[src/rtl/divided_clock_monitor_pkg.sv]
// divided_clock_monitor_pkg: shared state encodings and saturation helper for the divided-clock monitor
package divided_clock_monitor_pkg;

   typedef enum logic [1:0] {
      ST_IDLE  = 2'd0,
      ST_GATE  = 2'd1,
      ST_LATCH = 2'd2
   } state_t;

   localparam int MAX_CNT_W = 32;

   function automatic logic [MAX_CNT_W-1:0] sat_max(input int w);
      return (w >= MAX_CNT_W) ? '1 : (MAX_CNT_W'(1) << w) - MAX_CNT_W'(1);
   endfunction

endpackage

[src/rtl/divided_clock_monitor_edge_sync_detect.sv]
// edge_sync_detect: multi-stage synchroniser followed by a registered rising-edge pulse
module edge_sync_detect #(
   parameter int STAGES = 2
) (
   input  logic clk,
   input  logic init,
   input  logic d,
   output logic rise
);

   logic [STAGES-1:0] chain;
   logic              s_prev;

   always_ff @(posedge clk) begin
      if (init) begin
         chain  <= '0;
         s_prev <= 1'b0;
         rise   <= 1'b0;
      end else begin
         chain  <= {chain[STAGES-2:0], d};
         s_prev <= chain[STAGES-1];
         rise   <= chain[STAGES-1] & ~s_prev;
      end
   end

endmodule

[src/rtl/divided_clock_monitor.sv]
// divided_clock_monitor: gated edge counter and edge-to-edge period meter for a divided clock
module divided_clock_monitor
   import divided_clock_monitor_pkg::*;
#(
   parameter int GATE_CYCLES = 1000,
   parameter int CNT_W       = 16,
   parameter int SYNC_STAGES = 2
) (
   input  logic             clk,
   input  logic             init,
   input  logic             enable,
   input  logic             div_in,
   output logic [CNT_W-1:0] edge_count,
   output logic [CNT_W-1:0] period,
   output logic             meas_valid,
   output logic             no_signal,
   output logic             overflow
);

   localparam int               GW      = (GATE_CYCLES > 2) ? $clog2(GATE_CYCLES) : 1;
   localparam logic [GW-1:0]    LAST    = GW'(GATE_CYCLES - 1);
   localparam logic [CNT_W-1:0] CNT_MAX = CNT_W'(sat_max(CNT_W));

   state_t           state;
   logic [GW-1:0]    gate_cnt;
   logic [CNT_W-1:0] edge_acc;
   logic [CNT_W-1:0] per_acc;
   logic [CNT_W-1:0] period_last;
   logic             first_seen;
   logic             ovf;
   logic             rise;
   logic             edge_sat;
   logic             per_sat;
   logic             two;

   edge_sync_detect #(.STAGES(SYNC_STAGES)) u_sync (
      .clk  (clk),
      .init (init),
      .d    (div_in),
      .rise (rise)
   );

   assign edge_sat = edge_acc == CNT_MAX;
   assign per_sat  = per_acc == CNT_MAX;
   assign two      = edge_acc > CNT_W'(1);

   always_ff @(posedge clk) begin
      if (init) begin
         state       <= ST_IDLE;
         gate_cnt    <= '0;
         edge_acc    <= '0;
         per_acc     <= '0;
         period_last <= '0;
         first_seen  <= 1'b0;
         ovf         <= 1'b0;
         edge_count  <= '0;
         period      <= '0;
         meas_valid  <= 1'b0;
         no_signal   <= 1'b0;
         overflow    <= 1'b0;
      end else begin
         meas_valid <= 1'b0;
         case (state)
            ST_IDLE: begin
               if (enable) begin
                  state      <= ST_GATE;
                  gate_cnt   <= '0;
                  edge_acc   <= '0;
                  per_acc    <= '0;
                  first_seen <= 1'b0;
                  ovf        <= 1'b0;
               end
            end
            ST_GATE: begin
               gate_cnt <= gate_cnt + 1'b1;
               if (gate_cnt == LAST) state <= ST_LATCH;
               if (rise) begin
                  edge_acc   <= edge_sat ? edge_acc : edge_acc + 1'b1;
                  ovf        <= ovf | edge_sat;
                  per_acc    <= '0;
                  first_seen <= 1'b1;
                  if (first_seen) period_last <= per_sat ? per_acc : per_acc + 1'b1;
               end else if (first_seen) begin
                  per_acc <= per_sat ? per_acc : per_acc + 1'b1;
                  ovf     <= ovf | per_sat;
               end
            end
            ST_LATCH: begin
               // a rise arriving in this cycle belongs to no window and is dropped
               edge_count <= edge_acc;
               period     <= two ? period_last : '0;
               no_signal  <= ~two;
               overflow   <= ovf;
               meas_valid <= 1'b1;
               state      <= enable ? ST_GATE : ST_IDLE;
               gate_cnt   <= '0;
               edge_acc   <= '0;
               per_acc    <= '0;
               first_seen <= 1'b0;
               ovf        <= 1'b0;
            end
            default: state <= ST_IDLE;
         endcase
      end
   end

endmodule

[config.mk]
export PLATFORM = sky130hd
export DESIGN_NAME = divided_clock_monitor
export DESIGN_NICKNAME = d
export VERILOG_FILES = /design/src/rtl/divided_clock_monitor_pkg.sv /design/src/rtl/divided_clock_monitor_edge_sync_detect.sv /design/src/rtl/divided_clock_monitor.sv
export SDC_FILE = /design/constraint.sdc
export NUM_CORES = 1
export LEC_CHECK = 0
export BUFFER_PORTS_ARGS = -buffer_cell sky130_fd_sc_hd__buf_2
export CELL_PAD_IN_SITES_DETAIL_PLACEMENT = 1
export CELL_PAD_IN_SITES_GLOBAL_PLACEMENT = 2
export CORE_MARGIN = 1.5
export CORE_UTILIZATION = 34
export CTS_BUF_LIST = sky130_fd_sc_hd__clkbuf_8
export DETAILED_ROUTE_END_ITERATION = 7
export MAX_ROUTING_LAYER = met4
export PLACE_DENSITY_LB_ADDON = 0.12
export REMOVE_ABC_BUFFERS = 1
export SKIP_LAST_GASP = 1
export SYNTH_ARGS = -nofsm -noshare
export SYNTH_HDL_FRONTEND = slang
export SYNTH_SLANG_ARGS = --single-unit
[constraint.sdc]
create_clock -name clk -period 1.8 [get_ports clk]
set_clock_uncertainty 0.2 [all_clocks]
set_input_delay 0.18 -clock clk [delete_from_list [all_inputs] [get_ports clk]]
set_output_delay 0.18 -clock clk [all_outputs]
set_load 0.01 [all_outputs]
==> key figures, run 1 <==
Outcome
  – Outcome: finished with violations
  – Failing checks: negative setup slack

Yosys
  – Yosys warning count: 0
  – Top cell type's share of synthesized area: 43.7%
  – Most used flip-flop cell after synthesis: dfxtp_1
  – Mapped Avg Cell Area: 8.36 um^2
  – Sequential area share after synthesis: 43.7%
  – Mapped Area: 4620 um^2
  – Asr flop ratio synth: 0%
  – Number of flops mapped to enable cells by yosys: 0
  – Post-synth cell types: 64
  – Area leader, netlist: dfxtp_1
  – Top post-synthesis cells by area: dfxtp_1 (44%), a21oi_1 (6.2%), nand2_1 (5.5%)
  – Cell count after synthesis: roughly 550
  – Seq cells post-synth: 101

Finish
  – Antenna diode count: 0
  – Layout area overhead: 39.9%
  – Storage element area: ~2100 um^2
  – Area occupied by multi-input gates: around 2700 um^2
  – Fraction of layout instances using a drive strength above 1: 40.7%
  – Fillers: 1,586
  – Fin nets: 690

STA
  – Hold WS: roughly 110 ps
  – RSZ-0062 raised after global routing: true
  – Max Clock Freq: 548 MHz
  – Final period utilization: 101%
  – Fin crit period: 1830 ps
  – Final Setup Violations: 16
  – Final hold vios: 0
  – Final worst setup slack: -26.0 ps
  – Relative slew slack: 74.9%
  – Tightest Pin Transition: ~370 ps
  – Slew Limit Fails: 0

Floorplanning
  – # rows: 42
  – Die X: 120 um
  – Ports: 39
  – Die area: 14,300 um^2
  – Core area: 13,200 um^2
  – Die height: 120 um
  – Starting density of the core: a little over a third

Critical path
  – CP Class: flip-flop to flip-flop
  – Crit path required time: 1890 ps
  – Highest fanout seen on the critical path: 8
  – Crit. End Element: flip-flop
  – CP startpoint kind: flip-flop
  – Crit path DAT: 1920 ps

Clocking
  – Worst-case clock buffer depth: 2
  – Worst-path clk slew: 110 ps
  – Root Buffer: clkbuf_8
  – CTS tree: yes
  – CTS buffer count: 9
  – CTS sink count: 101
  – H-tree levels: 3
  – Clk_lat worst skew: 400 ps

Power and ir drop
  – Internal: between 2 and 3 mW
  – Maximum vdd drop: 0.506 mV
  – Logic pwr share: 5.3%
  – Pwr dens: 620 nW/um^2
  – P_leak: 2.43 nW
  – Clock network fraction of total power: 38.7%
  – Power share of the sequential group: roughly 56%
  – Power Total: 4.01 mW
  – Net Sw Frac: 25.7%
  – P_sw: 1.03 mW

Job
  – Max cap viols: 0

Global route
  – GRT overflow: 0
  – Largest net degree at the start of global routing: 32
  – Global-route wire length before repair: 22,600 um
  – Via count of the first global-routing pass: roughly 4,400
  – GRT Util Overall: 20.4%
  – Initial antenna violation count: 0

Placement
  – HPWL Detailed: 9970 um
  – GP Congestion: 0.867
  – I/O Buffers: 38

Route
  – Vias: about 4,500
  – Final ANT Viol Nets: 0
  – Detailed Routing Iterations Pass 1: 4
  – Remaining routing DRC violations: 0
  – Routed len/inst: 16.8 um
  – Initial detailed-routing violation count: 160
  – Routed wire length: 14,500 um
  – Via-per-instance ratio: 5.21

Worst hold path
  – Hold crit path type: input pin to flip-flop
[cell usage after synthesis, types with 9 or more instances]
master / count
dfxtp_1: 101
nand2_1: 68
nor2_1: 58
a21oi_1: 57
nand3_1: 25
o21ai_0: 20
buf_2: 18
a22oi_1: 16
clkbuf_1: 14
nand4_1: 13
nor3_1: 13
or3_1: 11
inv_1: 9
o211ai_1: 9
[registers in the layout, summed over array words and instances, names as in the netlist]
register,count
edge_acc,16
edge_count,16
first_seen,1
gate_cnt,10
meas_valid,1
no_signal,1
overflow,1
ovf,1
per_acc,16
period,16
period_last,16
state,2
u_sync.chain,2
u_sync.rise,1
u_sync.s_prev,1
[cell usage in the layout, fill, tap and decap left out, types with 4 or more instances in the layout]
cell type and count:
a21oi_1 54, inv_1 7, o21ai_0 13, buf_4 96, buf_6 13, clkbuf_8 9, xnor2_1 6, a22oi_2 16
dfxtp_2 18, nand2_1 66, dfxtp_1 76, dfxtp_4 7, or3_1 10, nor2_1 54, o211ai_1 9, buf_2 39
nand4_1 13, xor2_1 7, o21ai_1 11, a21oi_2 4, nor2b_1 6, nand3_1 22, nor3_2 7, nor3_1 5
and3_1 6
[final cells by class]
cell class / instances / area share, %
multi-input cells: 404 / 42.4
flip-flops and latches: 101 / 32.0
repair buffers: 155 / 18.4
well taps: 176 / 3.41
clock buffers: 9 / 1.92
clock inverters: 7 / 1.22
inverters: 10 / 0.619
[critical path: stages (launching register included)]
cell and delay [ps]:
dfxtp_2 340, buf_6 120, inv_4 50, ha_4 120, nor2_2 50, nor3_2 190, a41oi_2 150, buf_6 170
clkbuf_16 160, a22oi_2 110, nor2_1 50
[cell families (layout without fill, tap and decap cells)]
family,after synthesis,count (layout),synth area share (%)
AND/OR/NAND/NOR,242,242,27.5
XOR/XNOR,14,14,2.65
buffers and inverters,48,181,4.63
multiplexers,5,5,1.22
adder cells (fa/ha/maj),5,5,1.35
flip-flops,101,101,43.7
AO/OA/AOI/OAI,138,138,18.9
[metrics by stage]
step / setup WS (ps) / setup TNS, ps / utilization (%) / area [um^2] / cells
2_1_floorplan: -336 / -11540 / - / 4450 / 515
3_3_place_gp: -115 / -1060 / 42.0 / 5560 / 819
3_5_place_dp: -170 / -3530 / 42.0 / 5560 / 819
4_1_cts: -37.2 / -152 / 45.1 / 5970 / 847
5_1_grt: -117 / -3040 / 48.8 / 6470 / 862
6_report: -26.0 / -198 / 48.8 / 6470 / 862
[repair_timing]
action                                 4_1_cts  5_1_grt
endpoints found under the hold margin        2        0
hold buffers                                 2        0
pin swaps                                    7       32
setup endpoints to repair                   53       67
cloned                                       0        3
resized for setup                           41       90
setup buffers                               10       12
[per-layer routing]
| metal | part of all wire (%) | track usage (%) |
|---|---|---|
| met1 | 49 | 27.9 |
| met2 | 47 | 30.7 |
| met3 | 2.8 | 3.61 |
| met4 | 1.6 | 6.47 |
| met5 | 0 | - |
[power groups by stage]
stage	clock network, mW	logic (mW)	registers (mW)
2_1_floorplan	0	0.0684	2.30
6_report	1.55	0.215	2.24
3_5_place_dp	0	0.181	2.30
3_3_place_gp	0	0.178	2.30
5_1_grt	1.71	0.235	2.25
4_1_cts	1.61	0.192	2.25
[worst paths after layout]
check | start | to | slack [ps] | depth (start not counted)
worst max-delay path | edge_acc[0] | period[1] | -30 | 10
worst min-delay path | init | period[15] | 110 | 3
worst min register to register | u_sync.s_prev | u_sync.rise | 200 | 1
worst max register to register | edge_acc[0] | period[1] | -30 | 10
Note: power is estimated with default switching activity, not from simulation.
==> run 2: changes to the inputs <==
--- a/config.mk
+++ b/config.mk
@@ -5,17 +5,18 @@
 export SDC_FILE = /design/constraint.sdc
 export NUM_CORES = 1
 export LEC_CHECK = 0
+export ABC_AREA = 1
 export BUFFER_PORTS_ARGS = -buffer_cell sky130_fd_sc_hd__buf_2
 export CELL_PAD_IN_SITES_DETAIL_PLACEMENT = 1
 export CELL_PAD_IN_SITES_GLOBAL_PLACEMENT = 2
 export CORE_MARGIN = 1.5
-export CORE_UTILIZATION = 34
+export CORE_UTILIZATION = 32
 export CTS_BUF_LIST = sky130_fd_sc_hd__clkbuf_8
 export DETAILED_ROUTE_END_ITERATION = 7
 export MAX_ROUTING_LAYER = met4
 export PLACE_DENSITY_LB_ADDON = 0.12
 export REMOVE_ABC_BUFFERS = 1
-export SKIP_LAST_GASP = 1
+export SKIP_CTS_REPAIR_TIMING = 1
 export SYNTH_ARGS = -nofsm -noshare
 export SYNTH_HDL_FRONTEND = slang
 export SYNTH_SLANG_ARGS = --single-unit
==> run 2 against run 1 <==
The run still ends with negative setup slack left. Wire length up 2.6%. Design area down 7.4%. Clock-buffer cell count unchanged. Combinational power up 8%. Maximum frequency up 1.0%. First-iteration DRC count up 14%. Hold slack worse by 29 ps. Die area up 10%. Critical endpoint is now per_acc[1].
==> key figures, run 2 <==
Outcome
  – Outcome: finished with violations
  – Failing checks: negative setup slack

Floorplanning
  – # rows: 44
  – Starting density of the core: 32.9%
  – Die area: about 16,000 um^2
  – Ports: 39
  – Die X: 125 um
  – Die height: around 130 um
  – Core area: around 15,000 um^2

Yosys
  – Mapped Avg Cell Area: between 6 and 7 um^2
  – Cell count after synthesis: just under 700
  – Area leader, netlist: dfxtp_1
  – Sequential area share after synthesis: 42.1%
  – Yosys warning count: 0
  – Most common cell in the netlist: nand2_1
  – Mapped Area: 4800 um^2
  – Number of flops mapped to enable cells by yosys: 0
  – Post-synth cell types: 43
  – Seq cells post-synth: 101
  – Top post-synthesis cells by area: dfxtp_1 (42%), nand2_1 (12%), nor2_1 (7.4%)
  – Most instantiated cells after synthesis: nand2_1 (155), dfxtp_1 (101), nor2_1 (95)
  – Asr flop ratio synth: 0%
  – Most used flip-flop cell after synthesis: dfxtp_1
  – Top cell type's share of synthesized area: 42.1%

Global route
  – Largest net degree at the start of global routing: 58
  – GRT Util Overall: 19.7%
  – Initial antenna violation count: 0
  – Via count of the first global-routing pass: 4,783
  – GRT overflow: 0
  – Global-route wire length before repair: 24,200 um

STA
  – Relative slew slack: 63.6%
  – Final hold vios: 0
  – Max Clock Freq: around 550 MHz
  – Final worst setup slack: -7.78 ps
  – Tightest Pin Transition: 546 ps
  – Slew Limit Fails: 0
  – RSZ-0062 raised after global routing: true
  – Total Neg Setup Slack: -7.78 ps
  – Final period utilization: 100%
  – Fin crit period: 1810 ps
  – Final Setup Violations: 1

Clocking
  – CTS tree: yes
  – Clk_lat worst skew: 380 ps
  – Worst-path clk slew: 110 ps
  – CTS sink count: a little over 100
  – CTS buffer count: 9
  – Root Buffer: clkbuf_8
  – H-tree levels: 3
  – Worst-case clock buffer depth: 2

Critical path
  – Highest fanout seen on the critical path: 8
  – CP startpoint kind: flip-flop
  – Crit path DAT: 1920 ps
  – Crit-path max cell delay: 380 ps
  – Crit. End Element: flip-flop
  – CP Class: flip-flop to flip-flop
  – Crit path required time: 1910 ps
  – Crit path top cell by count: nand2_1
  – Worst-path cell chain: ha_4 > nand3_4 > inv_4 > nand2_4 > nor3_4 > nand2_1 > nand2_1 > nand2_1 > a21oi_2
  – Critical-path top delay cell: dfxtp_2

Power and ir drop
  – Logic pwr share: 5.8%
  – Power share of the sequential group: a little under three fifths
  – P_leak: 2.50 nW
  – Pwr dens: 667 nW/um^2
  – Maximum vdd drop: about 0.3 mV
  – Internal: just under 3 mW
  – Net Sw Frac: around a quarter
  – P_sw: 1.03 mW
  – Clock network fraction of total power: 38.0%

Finish
  – Fillers: 1,851
  – Fraction of layout instances using a drive strength above 1: 24.3%
  – Layout area overhead: 24.9%
  – Fin nets: 775
  – Most frequent cells in the layout: nand2_1 (150), nor2_1 (87), dfxtp_1 (77)
  – Cell area after layout: 5990 um^2
  – Commonest non-fill, non-tap cell in the layout: nand2_1
  – Antenna diode count: 0

Job
  – Max cap viols: 0

Placement
  – I/O Buffers: 38
  – HPWL Detailed: between 10,000 and 15,000 um
  – GP Congestion: 0.839
  – DP Area: around 5500 um^2

Route
  – Final ANT Viol Nets: 0
  – Routed wire length: 14,900 um
  – Routed len/inst: 15.6 um
  – Initial detailed-routing violation count: 182
  – Detailed Routing Iterations Pass 1: 4
  – Vias: between 4,000 and 5,000
  – Via-per-instance ratio: 4.92
  – Remaining routing DRC violations: 0

Worst hold path
  – Hold crit path type: input pin to flip-flop
-- run 2: metal layers --
metal / part of all wire, % / wire, um / GRT usage, % / vias up
met5: 0 / 0 / - / -
met1: 50 / 7410 / 26.0 / 2235
met3: 2.8 / 415 / 3.21 / 18
met4: 1.3 / 187 / 5.15 / 0
li1: - / - / - / 2391
met2: 46 / 6870 / 31.4 / 57
-- run 2: per-stage QoR --
stage	hold WS, ps	worst slack [ps]	power [mW]	util [%]	std cells
floorplan	42.4	-855	2.40	-	658
global placement	180	-5.58	2.52	37.9	933
detailed placement	198	-21.0	2.53	37.9	933
CTS	-212	-38.8	4.07	39.3	949
global route	77.1	-102	4.18	41.1	955
finish	76.7	-7.78	3.99	41.1	955
-- run 2: cells by family after synthesis --
family / synth area share (%)
AND/OR/NAND/NOR: 30.9
AO/OA/AOI/OAI: 14.9
flip-flops: 42.1
buffers and inverters: 8.89
XOR/XNOR: 1.83
adder cells (fa/ha/maj): 1.30
-- run 2: power groups by stage --
stage	clock, mW	combinational [mW]	sequential, mW
after floorplan	0	0.0962	2.30
after global placement	0	0.225	2.30
after detailed placement	0	0.229	2.30
after CTS	1.60	0.229	2.25
after global routing	1.67	0.258	2.24
final	1.52	0.233	2.24
-- run 2: worst paths after layout --
| check | cells past startpoint | start | slack [ps] | to |
|---|---|---|---|---|
| setup / recovery | 9 | per_acc[1] | -8 | per_acc[1] |
| hold / removal | 3 | init | 80 | edge_acc[7] |
| setup reg to reg | 9 | per_acc[1] | -8 | per_acc[1] |
| hold reg to reg | 1 | u_sync.s_prev | 200 | u_sync.rise |
-- run 2: critical path, delay by kind of cell (launching register included) --
| kind | cells | cell delay, ps |
|---|---|---|
| DFF | 1 | 380 |
| adders and majority gates | 1 | 160 |
| and+or+nand+nor | 6 | 790 |
| buffers and inverters | 1 | 70 |
| AOI/OAI and AO/OA | 1 | 130 |
-- run 2: final cells by class --
type	instances	area, um^2	area share (%)
well taps	184	230	3.84
flip-flops and latches	101	2060	34.5
clock inverters	7	75.1	1.25
multi-input cells	489	2480	41.4
inverters	68	267	4.45
clock buffers	9	124	2.07
repair buffers	97	748	12.5
